==> src/rtl/multi_ch_serial_out_if.sv <==
// multi_ch_serial_out_if: decoder-side load/commit bus plus per-channel serial outputs.
interface multi_ch_serial_out_if #(
    parameter int NUM_CH   = 8,
    parameter int DATA_BIT = 32
);
    // One extra bit so an out-of-range channel select can be expressed and flagged
    localparam int CH_W = $clog2(NUM_CH + 1);
    logic                load, start, stop, mode, commit;
    logic [CH_W-1:0]     ch_sel;
    logic [DATA_BIT-1:0] output_pattern, freq_pattern;
    logic [NUM_CH-1:0]   serial_out, bit_tick, done_tick, busy;
    logic                err_tick;
    modport master (
        output load, ch_sel, output_pattern, freq_pattern, start, stop, mode, commit,
        input  serial_out, bit_tick, done_tick, busy, err_tick
    );
    modport slave (
        input  load, ch_sel, output_pattern, freq_pattern, start, stop, mode, commit,
        output serial_out, bit_tick, done_tick, busy, err_tick
    );
endinterface

==> src/rtl/multi_ch_serial_out.sv <==
// multi_ch_serial_out: NUM_CH serial pattern generators with shadow/active banks and synchronised commit.
module multi_ch_serial_out #(
    parameter int NUM_CH   = 8,
    parameter int DATA_BIT = 32,
    parameter int FAST_DIV = 4,
    parameter int SLOW_DIV = 16
) (
    input logic                   clk,
    input logic                   rst,
    multi_ch_serial_out_if.slave  bus
);
    localparam int CH_W    = $clog2(NUM_CH + 1);
    localparam int IW      = $clog2(DATA_BIT);
    localparam int MAX_DIV = FAST_DIV > SLOW_DIV ? FAST_DIV : SLOW_DIV;
    localparam int CW      = $clog2(MAX_DIV + 1);
    localparam logic [CW-1:0] FAST_LAST = CW'(FAST_DIV - 1);
    localparam logic [CW-1:0] SLOW_LAST = CW'(SLOW_DIV - 1);
    localparam logic [IW-1:0] LAST_BIT  = IW'(DATA_BIT - 1);

    typedef enum logic {IDLE, RUN} state_t;

    logic ld_ok;
    assign ld_ok = bus.load && bus.ch_sel < CH_W'(NUM_CH);

    always_ff @(posedge clk) begin
        if (rst)
            bus.err_tick <= 1'b0;
        else
            bus.err_tick <= bus.load && !ld_ok;
    end

    for (genvar c = 0; c < NUM_CH; c++) begin : g_ch
        state_t              state, state_nxt;
        logic [DATA_BIT-1:0] sh_out, sh_freq, act_out, act_freq;
        logic [DATA_BIT-1:0] e_out, e_freq, n_out, n_freq;
        logic                sh_start, sh_stop, sh_mode, act_mode, pending;
        logic                hit, upd, e_start, e_stop, e_mode, n_mode;
        logic [CW-1:0]       cnt, cnt_nxt;
        logic [IW-1:0]       idx, idx_nxt;
        logic                cur_bit, cur_fast, bit_nxt, fast_nxt, last, fin;

        // A load landing in the commit cycle bypasses the shadow bank
        assign hit     = ld_ok && bus.ch_sel == CH_W'(c);
        assign upd     = bus.commit && (pending || hit);
        assign e_out   = hit ? bus.output_pattern : sh_out;
        assign e_freq  = hit ? bus.freq_pattern : sh_freq;
        assign e_start = hit ? bus.start : sh_start;
        assign e_stop  = hit ? bus.stop : sh_stop;
        assign e_mode  = hit ? bus.mode : sh_mode;
        assign n_out   = upd ? e_out : act_out;
        assign n_freq  = upd ? e_freq : act_freq;
        assign n_mode  = upd ? e_mode : act_mode;
        assign last    = state == RUN && cnt == (cur_fast ? FAST_LAST : SLOW_LAST);
        assign fin     = last && idx == LAST_BIT;

        // The current bit and its rate are latched, so a data-only commit waits for the next boundary
        always_comb begin
            state_nxt = state;
            cnt_nxt   = cnt;
            idx_nxt   = idx;
            bit_nxt   = cur_bit;
            fast_nxt  = cur_fast;
            if (state == RUN) begin
                cnt_nxt = last ? '0 : cnt + CW'(1);
                if (last) begin
                    idx_nxt  = fin ? '0 : idx + IW'(1);
                    bit_nxt  = n_out[idx_nxt];
                    fast_nxt = n_freq[idx_nxt];
                    if (fin && !n_mode)
                        state_nxt = IDLE;
                end
            end
            if (upd && e_stop)
                state_nxt = IDLE;
            else if (upd && e_start) begin
                state_nxt = RUN;
                cnt_nxt   = '0;
                idx_nxt   = '0;
                bit_nxt   = e_out[0];
                fast_nxt  = e_freq[0];
            end
        end

        always_ff @(posedge clk) begin
            if (rst) begin
                state    <= IDLE;
                cnt      <= '0;
                idx      <= '0;
                cur_bit  <= 1'b0;
                cur_fast <= 1'b0;
                sh_out   <= '0;
                sh_freq  <= '0;
                sh_start <= 1'b0;
                sh_stop  <= 1'b0;
                sh_mode  <= 1'b0;
                act_out  <= '0;
                act_freq <= '0;
                act_mode <= 1'b0;
                pending  <= 1'b0;
            end else begin
                state    <= state_nxt;
                cnt      <= cnt_nxt;
                idx      <= idx_nxt;
                cur_bit  <= bit_nxt;
                cur_fast <= fast_nxt;
                act_out  <= n_out;
                act_freq <= n_freq;
                act_mode <= n_mode;
                pending  <= !upd && (pending || hit);
                if (hit) begin
                    sh_out   <= bus.output_pattern;
                    sh_freq  <= bus.freq_pattern;
                    sh_start <= bus.start;
                    sh_stop  <= bus.stop;
                    sh_mode  <= bus.mode;
                end
            end
        end

        assign bus.serial_out[c] = state == RUN && cur_bit;
        assign bus.bit_tick[c]   = last;
        assign bus.done_tick[c]  = fin;
        assign bus.busy[c]       = state == RUN;
    end
endmodule

==> src/flat_wrapper.sv <==
// flat-port wrapper written by rule: the top's interface ports become plain ports
module multi_ch_serial_out_flat 
#(
    parameter int NUM_CH   = 8,
    parameter int DATA_BIT = 32,
    parameter int FAST_DIV = 4,
    parameter int SLOW_DIV = 16
)
  (clk, rst, bus_load, bus_ch_sel, bus_output_pattern, bus_freq_pattern, bus_start, bus_stop, bus_mode, bus_commit, bus_serial_out, bus_bit_tick, bus_done_tick, bus_busy, bus_err_tick);
  multi_ch_serial_out_if #(.NUM_CH(NUM_CH), .DATA_BIT(DATA_BIT)) bus_i ();
  input logic clk;
  input logic rst;
  input wire logic [$bits(bus_i.load)-1:0] bus_load;
  input wire logic [$bits(bus_i.ch_sel)-1:0] bus_ch_sel;
  input wire logic [$bits(bus_i.output_pattern)-1:0] bus_output_pattern;
  input wire logic [$bits(bus_i.freq_pattern)-1:0] bus_freq_pattern;
  input wire logic [$bits(bus_i.start)-1:0] bus_start;
  input wire logic [$bits(bus_i.stop)-1:0] bus_stop;
  input wire logic [$bits(bus_i.mode)-1:0] bus_mode;
  input wire logic [$bits(bus_i.commit)-1:0] bus_commit;
  output wire logic [$bits(bus_i.serial_out)-1:0] bus_serial_out;
  output wire logic [$bits(bus_i.bit_tick)-1:0] bus_bit_tick;
  output wire logic [$bits(bus_i.done_tick)-1:0] bus_done_tick;
  output wire logic [$bits(bus_i.busy)-1:0] bus_busy;
  output wire logic [$bits(bus_i.err_tick)-1:0] bus_err_tick;
  assign bus_i.load = bus_load;
  assign bus_i.ch_sel = bus_ch_sel;
  assign bus_i.output_pattern = bus_output_pattern;
  assign bus_i.freq_pattern = bus_freq_pattern;
  assign bus_i.start = bus_start;
  assign bus_i.stop = bus_stop;
  assign bus_i.mode = bus_mode;
  assign bus_i.commit = bus_commit;
  assign bus_serial_out = bus_i.serial_out;
  assign bus_bit_tick = bus_i.bit_tick;
  assign bus_done_tick = bus_i.done_tick;
  assign bus_busy = bus_i.busy;
  assign bus_err_tick = bus_i.err_tick;
  multi_ch_serial_out #(.NUM_CH(NUM_CH), .DATA_BIT(DATA_BIT), .FAST_DIV(FAST_DIV), .SLOW_DIV(SLOW_DIV)) u_core (.clk(clk), .rst(rst), .bus(bus_i));
endmodule
==> config.mk <==
export PLATFORM = sky130hd
export DESIGN_NAME = multi_ch_serial_out_flat
export DESIGN_NICKNAME = d
export VERILOG_FILES = /design/src/rtl/multi_ch_serial_out_if.sv /design/src/rtl/multi_ch_serial_out.sv /design/src/flat_wrapper.sv
export SDC_FILE = /design/constraint.sdc
export NUM_CORES = 2
export LEC_CHECK = 0
export BUFFER_PORTS_ARGS = -buffer_cell sky130_fd_sc_hd__buf_2
export CORE_MARGIN = 5
export CORE_UTILIZATION = 45
export CTS_CLUSTER_SIZE = 30
export DETAILED_ROUTE_END_ITERATION = 10
export PLACE_DENSITY = 0.56
export SYNTH_ARGS = -nofsm -noshare
export SYNTH_HDL_FRONTEND = slang
export SYNTH_SLANG_ARGS = --single-unit
==> constraint.sdc <==
create_clock -name clk -period 4.9 [get_ports clk]
set_clock_uncertainty 0.15 [all_clocks]
set_input_delay 0.98 -clock clk [delete_from_list [all_inputs] [get_ports clk]]
set_output_delay 0.98 -clock clk [all_outputs]
set_load 0.005 [all_outputs]
# Word-level counts from Yosys, hierarchy flattened
# Index checks and enable logic that the tools add are counted.
# totals
register_bits,1169
in_bits,75
output_inout_bits,33
# op_classes
n_addsub,16
n_lt_le_gt_ge,9
n_eq_ne,23
muxes,272
reduce_logical,108
# op_table
cell,count
2-to-1 mux 32 bit,32
2-to-1 mux 5 bit,72
2-to-1 mux 1 bit,144
"adder 5 x 1 -> 5 bit, second input constant",16
binary-select mux 1 bit (select 5 bit),16
logical AND 1 bit,74
"less-than comparator 5 x 6 -> 1 bit, second input constant",8
== test 5 bit,8
"== test 5 bit, second input constant",8
2-to-1 mux 4 bit,8
zero test 1 bit,17
"== test 4 x 3 -> 1 bit, second input constant",4
OR reduction 2 bit,8
"== test 4 x 2 -> 1 bit, second input constant",2
logical OR 1 bit,8
"== test 4 x 1 -> 1 bit, second input constant",1
zero test 4 bit,1
"less-than comparator 4 bit, second input constant",1

# Logic depth before layout (Yosys ltp)
# logic_depth
ltp_word,12
mapped_depth,15
mapped_depth_nobuf,12

# Least setup slack after synthesis
# No wires, ideal clock.
# synth_timing
path_kind,input to register
start,in bus_ch_sel[2]
end,reg u_core.g_ch[3].cur_bit
setup_ps,122
arrival_ps,3142
setup_slack_ps,1486
stages,11
cell_sequence,buf_2 nor4bb_1 buf_2 a21oi_1 buf_2 a221oi_1 mux2_2 mux2i_1 mux4_2 a211oi_1 a21oi_1
# synth_via
elab_chain_len,12
# synth_rtl
item,line_no,rtl
start: declaration,flat_wrapper.sv:14,input wire logic [$bits(bus_i.ch_sel)-1:0] bus_ch_sel;
less-than comparator 4 bit,multi_ch_serial_out.sv:23,assign ld_ok = bus.load && bus.ch_sel < CH_W'(NUM_CH);
logical AND 1 bit,multi_ch_serial_out.sv:23,
logical AND 1 bit *,multi_ch_serial_out.sv:43,assign hit = ld_ok && bus.ch_sel == CH_W'(c);
logical OR 1 bit,multi_ch_serial_out.sv:44,assign upd = bus.commit && (pending || hit);
logical AND 1 bit,multi_ch_serial_out.sv:44,
2-to-1 mux 32 bit,multi_ch_serial_out.sv:50,assign n_out = upd ? e_out : act_out;
binary-select mux 1 bit (select 5 bit),multi_ch_serial_out.sv:67,bit_nxt = n_out[idx_nxt];
2-to-1 mux 1 bit (not written as such),multi_ch_serial_out.sv:67,
2-to-1 mux 1 bit,multi_ch_serial_out.sv:65,if (last) begin
2-to-1 mux 1 bit,multi_ch_serial_out.sv:63,if (state == RUN) begin
2-to-1 mux 1 bit,multi_ch_serial_out.sv:75,else if (upd && e_start) begin
2-to-1 mux 1 bit *,multi_ch_serial_out.sv:73,if (upd && e_stop)
end signal: assignment,multi_ch_serial_out.sv:104,cur_bit <= bit_nxt;
end: declaration,multi_ch_serial_out.sv:40,"logic cur_bit, cur_fast, bit_nxt, fast_nxt, last, fin;"
# Mark *: on every way between the ends. The rest lies on a longest branch, timed or not. The select of a mux whose other input is x is not followed.
# A chain may end at the register's enable or synchronous reset.

# Worst setup path in the final report
# layout_timing
start,reg u_core.g_ch[0].idx[0]
end,reg u_core.g_ch[0].cur_fast
# layout_via
elab_chain_len,9
# layout_rtl
item,line_no,rtl
start: declaration,multi_ch_serial_out.sv:39,"logic [IW-1:0] idx, idx_nxt;"
start signal: assignment,multi_ch_serial_out.sv:103,idx <= idx_nxt;
branches (longest 2 deep; another with adder 5 x 1 -> 5 bit),--,
2-to-1 mux 5 bit *,multi_ch_serial_out.sv:66,idx_nxt = fin ? '0 : idx + IW'(1);
binary-select mux 1 bit (select 5 bit) *,multi_ch_serial_out.sv:68,fast_nxt = n_freq[idx_nxt];
2-to-1 mux 1 bit (not written as such) *,multi_ch_serial_out.sv:68,
2-to-1 mux 1 bit *,multi_ch_serial_out.sv:65,
2-to-1 mux 1 bit *,multi_ch_serial_out.sv:63,
2-to-1 mux 1 bit,multi_ch_serial_out.sv:75,
2-to-1 mux 1 bit *,multi_ch_serial_out.sv:73,
end signal: assignment,multi_ch_serial_out.sv:105,cur_fast <= fast_nxt;
end: declaration,multi_ch_serial_out.sv:40,
# Every way passes the cells marked *. The select of a mux whose other input is x is not followed.

==> reports/results.ini <==
[status]
run_status=completed

[yosys]
synth_xor_area_share_pct=0.602
yosysWarnings=0
syn_avg_cell_area_um2=8.17
synth_top_family_by_area=simple AND/OR/NAND/NOR gates
synth_edf_count=0
yosys_register_bits=1169
synth_fp_nets=6512
yosys.area_share.adder_pct=0.573
synth_compound_area_share_pct=21.5
yosysTopAreaCell=dfxtp_1
synthTopCellsByArea=dfxtp_1 45%, nand2_1 8.0%, a21oi_1 5.9%
yosys.area_share.simple_pct=21.6
synthMuxAreaShare_pct=5.67
synth_ff_type=dfxtp_1
yosysTopAreaCellShare_pct=44.7
yosysSeqAreaShare_pct=44.7
synthArstFlopShare_pct=0
synth_cell_type_count=91
netlist_area_mm2=0.0524
syn_inst=6413

[floorplanning]
initial_utilization_pct=45.2
dieArea_mm2=0.123
core.rowCount=125
die_w_um=351
num_io_pins=108
design.core.area_mm2=0.116
die_h_um=351

[pwr]
ir_drop_v=0.000397
leakage_uw=0.0215
power_density_mw_per_mm2=359

[drt]
m1WireLength_um=90900
route.met3.wl_um=21500
vias_per_cell=6.27
met2RoutedLength_um=91100
drt-wirelength-per-cell_um=27.3
drtIter0Drc=6364
drc_errors=0
drt_pass1_iterations=7
routed_wl_um=216000
ant_nets=0
top_layer_used=met5
vias=49622

[clock_network]
cts_tree=yes
cts_buffers=133
path_clk_slew_ns=0.06
clk_latency_ns=0.77
cts_setup_buffers=0
cts.path.max_buffers=3
ctsResizeCount=0
cts.sinks=1169
h-tree-depth=4
hold_buffers=0
cts-root-buf=clkbuf_16

[sta]
finalMaxSlewViolations=0
layout_min_cycle_time_ns=4.06
finalSetupTns_ns=0
setup_viol=0
rsz0062_at_grt=no
fmax_mhz=246
worst_pin_slew_ns=1.20
period_share_pct=82.8
finalHoldViolCount=0
maxSlewHeadroom_pct=20.1

[placement]
hpwl_um=141000
routabilityCongestion=0.955
place_area_mm2=0.0547
portBuffers=107

[worst_setup_path]
cp_data_arrival_time_ns=4.55
cp_cell_sequence=ha_1 > and3_1 > ha_1 > inv_1 > a2111o_1 > and2_1 > mux4_1 > or3_1 > o2111ai_1 > o31ai_1 > or3_1
start_kind=register
worst_r2r_path_depth=11
path_class=reg2reg
crit_buf_inv=1
r2r_start=u_core.g_ch[0].idx[0]
crit_family=simple AND/OR/NAND/NOR gates
cp_max_fo=24
cp.required_ns=5.39
cp_slowest_cell=and2_1
crit_start=u_core.g_ch[0].idx[0]
critPathMaxStageDelay_ns=0.96
endpoint_kind=register
path_depth=11

[min_path]
hold_path_class=reg2reg
hold_depth=2
min_from=u_core.g_ch[3].sh_freq[9]

[final_layout]
nNetsFinal=6380
fin_area_mm2=0.0591
fillers=11050
areaGrowthSynthToFinish_pct=12.8
drive_gt1_share_pct=11.4

[flow_run]
max_cap_violations=0

[global_routing]
grt_pass1_vias=45442
grt-ovfl-total=0
grt_antenna_before_repair=25
grtUsageTotal_pct=33.8
grt_pass1_wl_um=312000
grt_start_max_net_pins=180

state kept, by name (all words and copies together), names as in the netlist, 40 cells and up:
name	cells
u_core.g_ch.act_freq	256
u_core.g_ch.cnt	40
u_core.g_ch.idx	40
u_core.g_ch.act_out	256
u_core.g_ch.sh_out	256
u_core.g_ch.sh_freq	256
area by class of cell:
class / count / area (um2) / share of cell area (%)
Inverter: 55 / 208 / 0.351
Tap cell: 1524 / 1910 / 3.23
Clock buffer: 197 / 3950 / 6.69
Multi-Input combinational cell: 4570 / 26500 / 44.8
Antenna cell: 9 / 22.5 / 0.0381
Sequential cell: 1169 / 23400 / 39.6
Timing Repair Buffer: 352 / 2700 / 4.57
Clock inverter: 33 / 440 / 0.745
cells by family after synthesis:
logic type | count (synthesis)
adder cells (fa/ha/maj) | 24
flip-flops | 1169
AO/OA/AOI/OAI | 1679
AND/OR/NAND/NOR | 2580
multiplexers | 251
buffers and inverters | 674
XOR/XNOR | 36
metal layers:
layer	GRT usage, %	vias up
li1	-	22519
met1	47.1	24181
met2	49.8	2431
met3	7.21	483
met4	16.7	8
met5	0	-
worst paths after layout:
path / end / slack, ns
setup / recovery: u_core.g_ch[0].cur_fast / 0.84
hold / removal: u_core.g_ch[3].sh_freq[9] / 0.30
setup reg to reg: u_core.g_ch[0].cur_fast / 0.84
hold reg to reg: u_core.g_ch[3].sh_freq[9] / 0.30
worst reg2reg max path: stages, from the launching register on:
cell and delay (ns):
dfxtp_1 0.39, ha_1 0.26, and3_1 0.19, ha_1 0.24, inv_1 0.08, a2111o_1 0.33, and2_1 0.96, mux4_1 0.42
or3_1 0.31, o2111ai_1 0.13, o31ai_1 0.11, or3_1 0.36
placed cells by master (no fill, tap or decap), types with 16 or more instances in the layout:
master        n
nor3_1      216
dfxtp_1    1169
nand2_1    1101
a21oi_1     612
o22ai_1      84
o221a_2      37
a31oi_1      42
buf_2       105
nand3_1      87
mux2i_1     184
mux2_2       34
or3_1        77
clkbuf_16   137
a221o_1      33
nand4_1      34
clkbuf_8     30
clkinv_2     16
buf_4       220
mux4_2       32
a22o_1       30
o21ai_0     146
a221oi_1    120
inv_1        47
a211o_1      17
a22oi_1      48
o2111ai_1    18
clkbuf_1     30
o221ai_1     33
and3_1       61
nor2_1      721
and2_1      132
xor2_1       31
buf_12       25
nor4_1       16
o211ai_1     36
o22a_1       66
a211oi_1    176
ha_1         24
Yosys cell counts, types with 15 or more instances:
cell and number:
a211oi_1 176, a2bb2oi_1 15, mux4_2 32, dfxtp_1 1169, and3_1 61, a221o_1 33, nor2b_1 15, o211ai_1 36
a221oi_1 120, or3_1 77, a211o_1 17, and2_1 132, a31oi_1 42, buf_2 118, nor4_1 16, nand3_1 88
buf_1 50, o22a_1 66, buf_4 26, a21oi_1 619, nor3_1 217, nor2_1 731, mux2i_1 184, nand2b_1 15
ha_1 24, o221ai_1 33, a22o_1 30, inv_1 48, a22oi_1 48, mux2_2 34, nand2_1 1110, xor2_1 31
o21ai_0 149, o22ai_1 84, nand4_1 34, clkbuf_1 419, o2111ai_1 18, o221a_2 37
through the flow:
step | setup slack (ns) | hold slack (ns) | util (%) | cells | power, uW
2_1_floorplan | 1.49 | 0.281 | - | 6413 | 10500
3_3_place_gp | 0.709 | 0.288 | 47.2 | 7670 | 11200
3_5_place_dp | 0.644 | 0.294 | 47.2 | 7670 | 11200
4_1_cts | 0.877 | 0.301 | 51.0 | 7900 | 21300
5_1_grt | 0.618 | 0.314 | 51.0 | 7900 | 21700
6_report | 0.842 | 0.302 | 51.0 | 7909 | 21200
power by group:
| part | total (uW) | switching (uW) | internal [uW] |
|---|---|---|---|
| logic | 1330 | 1040 | 288 |
| registers | 9670 | 48.7 | 9620 |
| clock network | 10200 | 4150 | 6090 |
| total | 21200 | 5240 | 16000 |
Power figures use the tool's default switching activity.
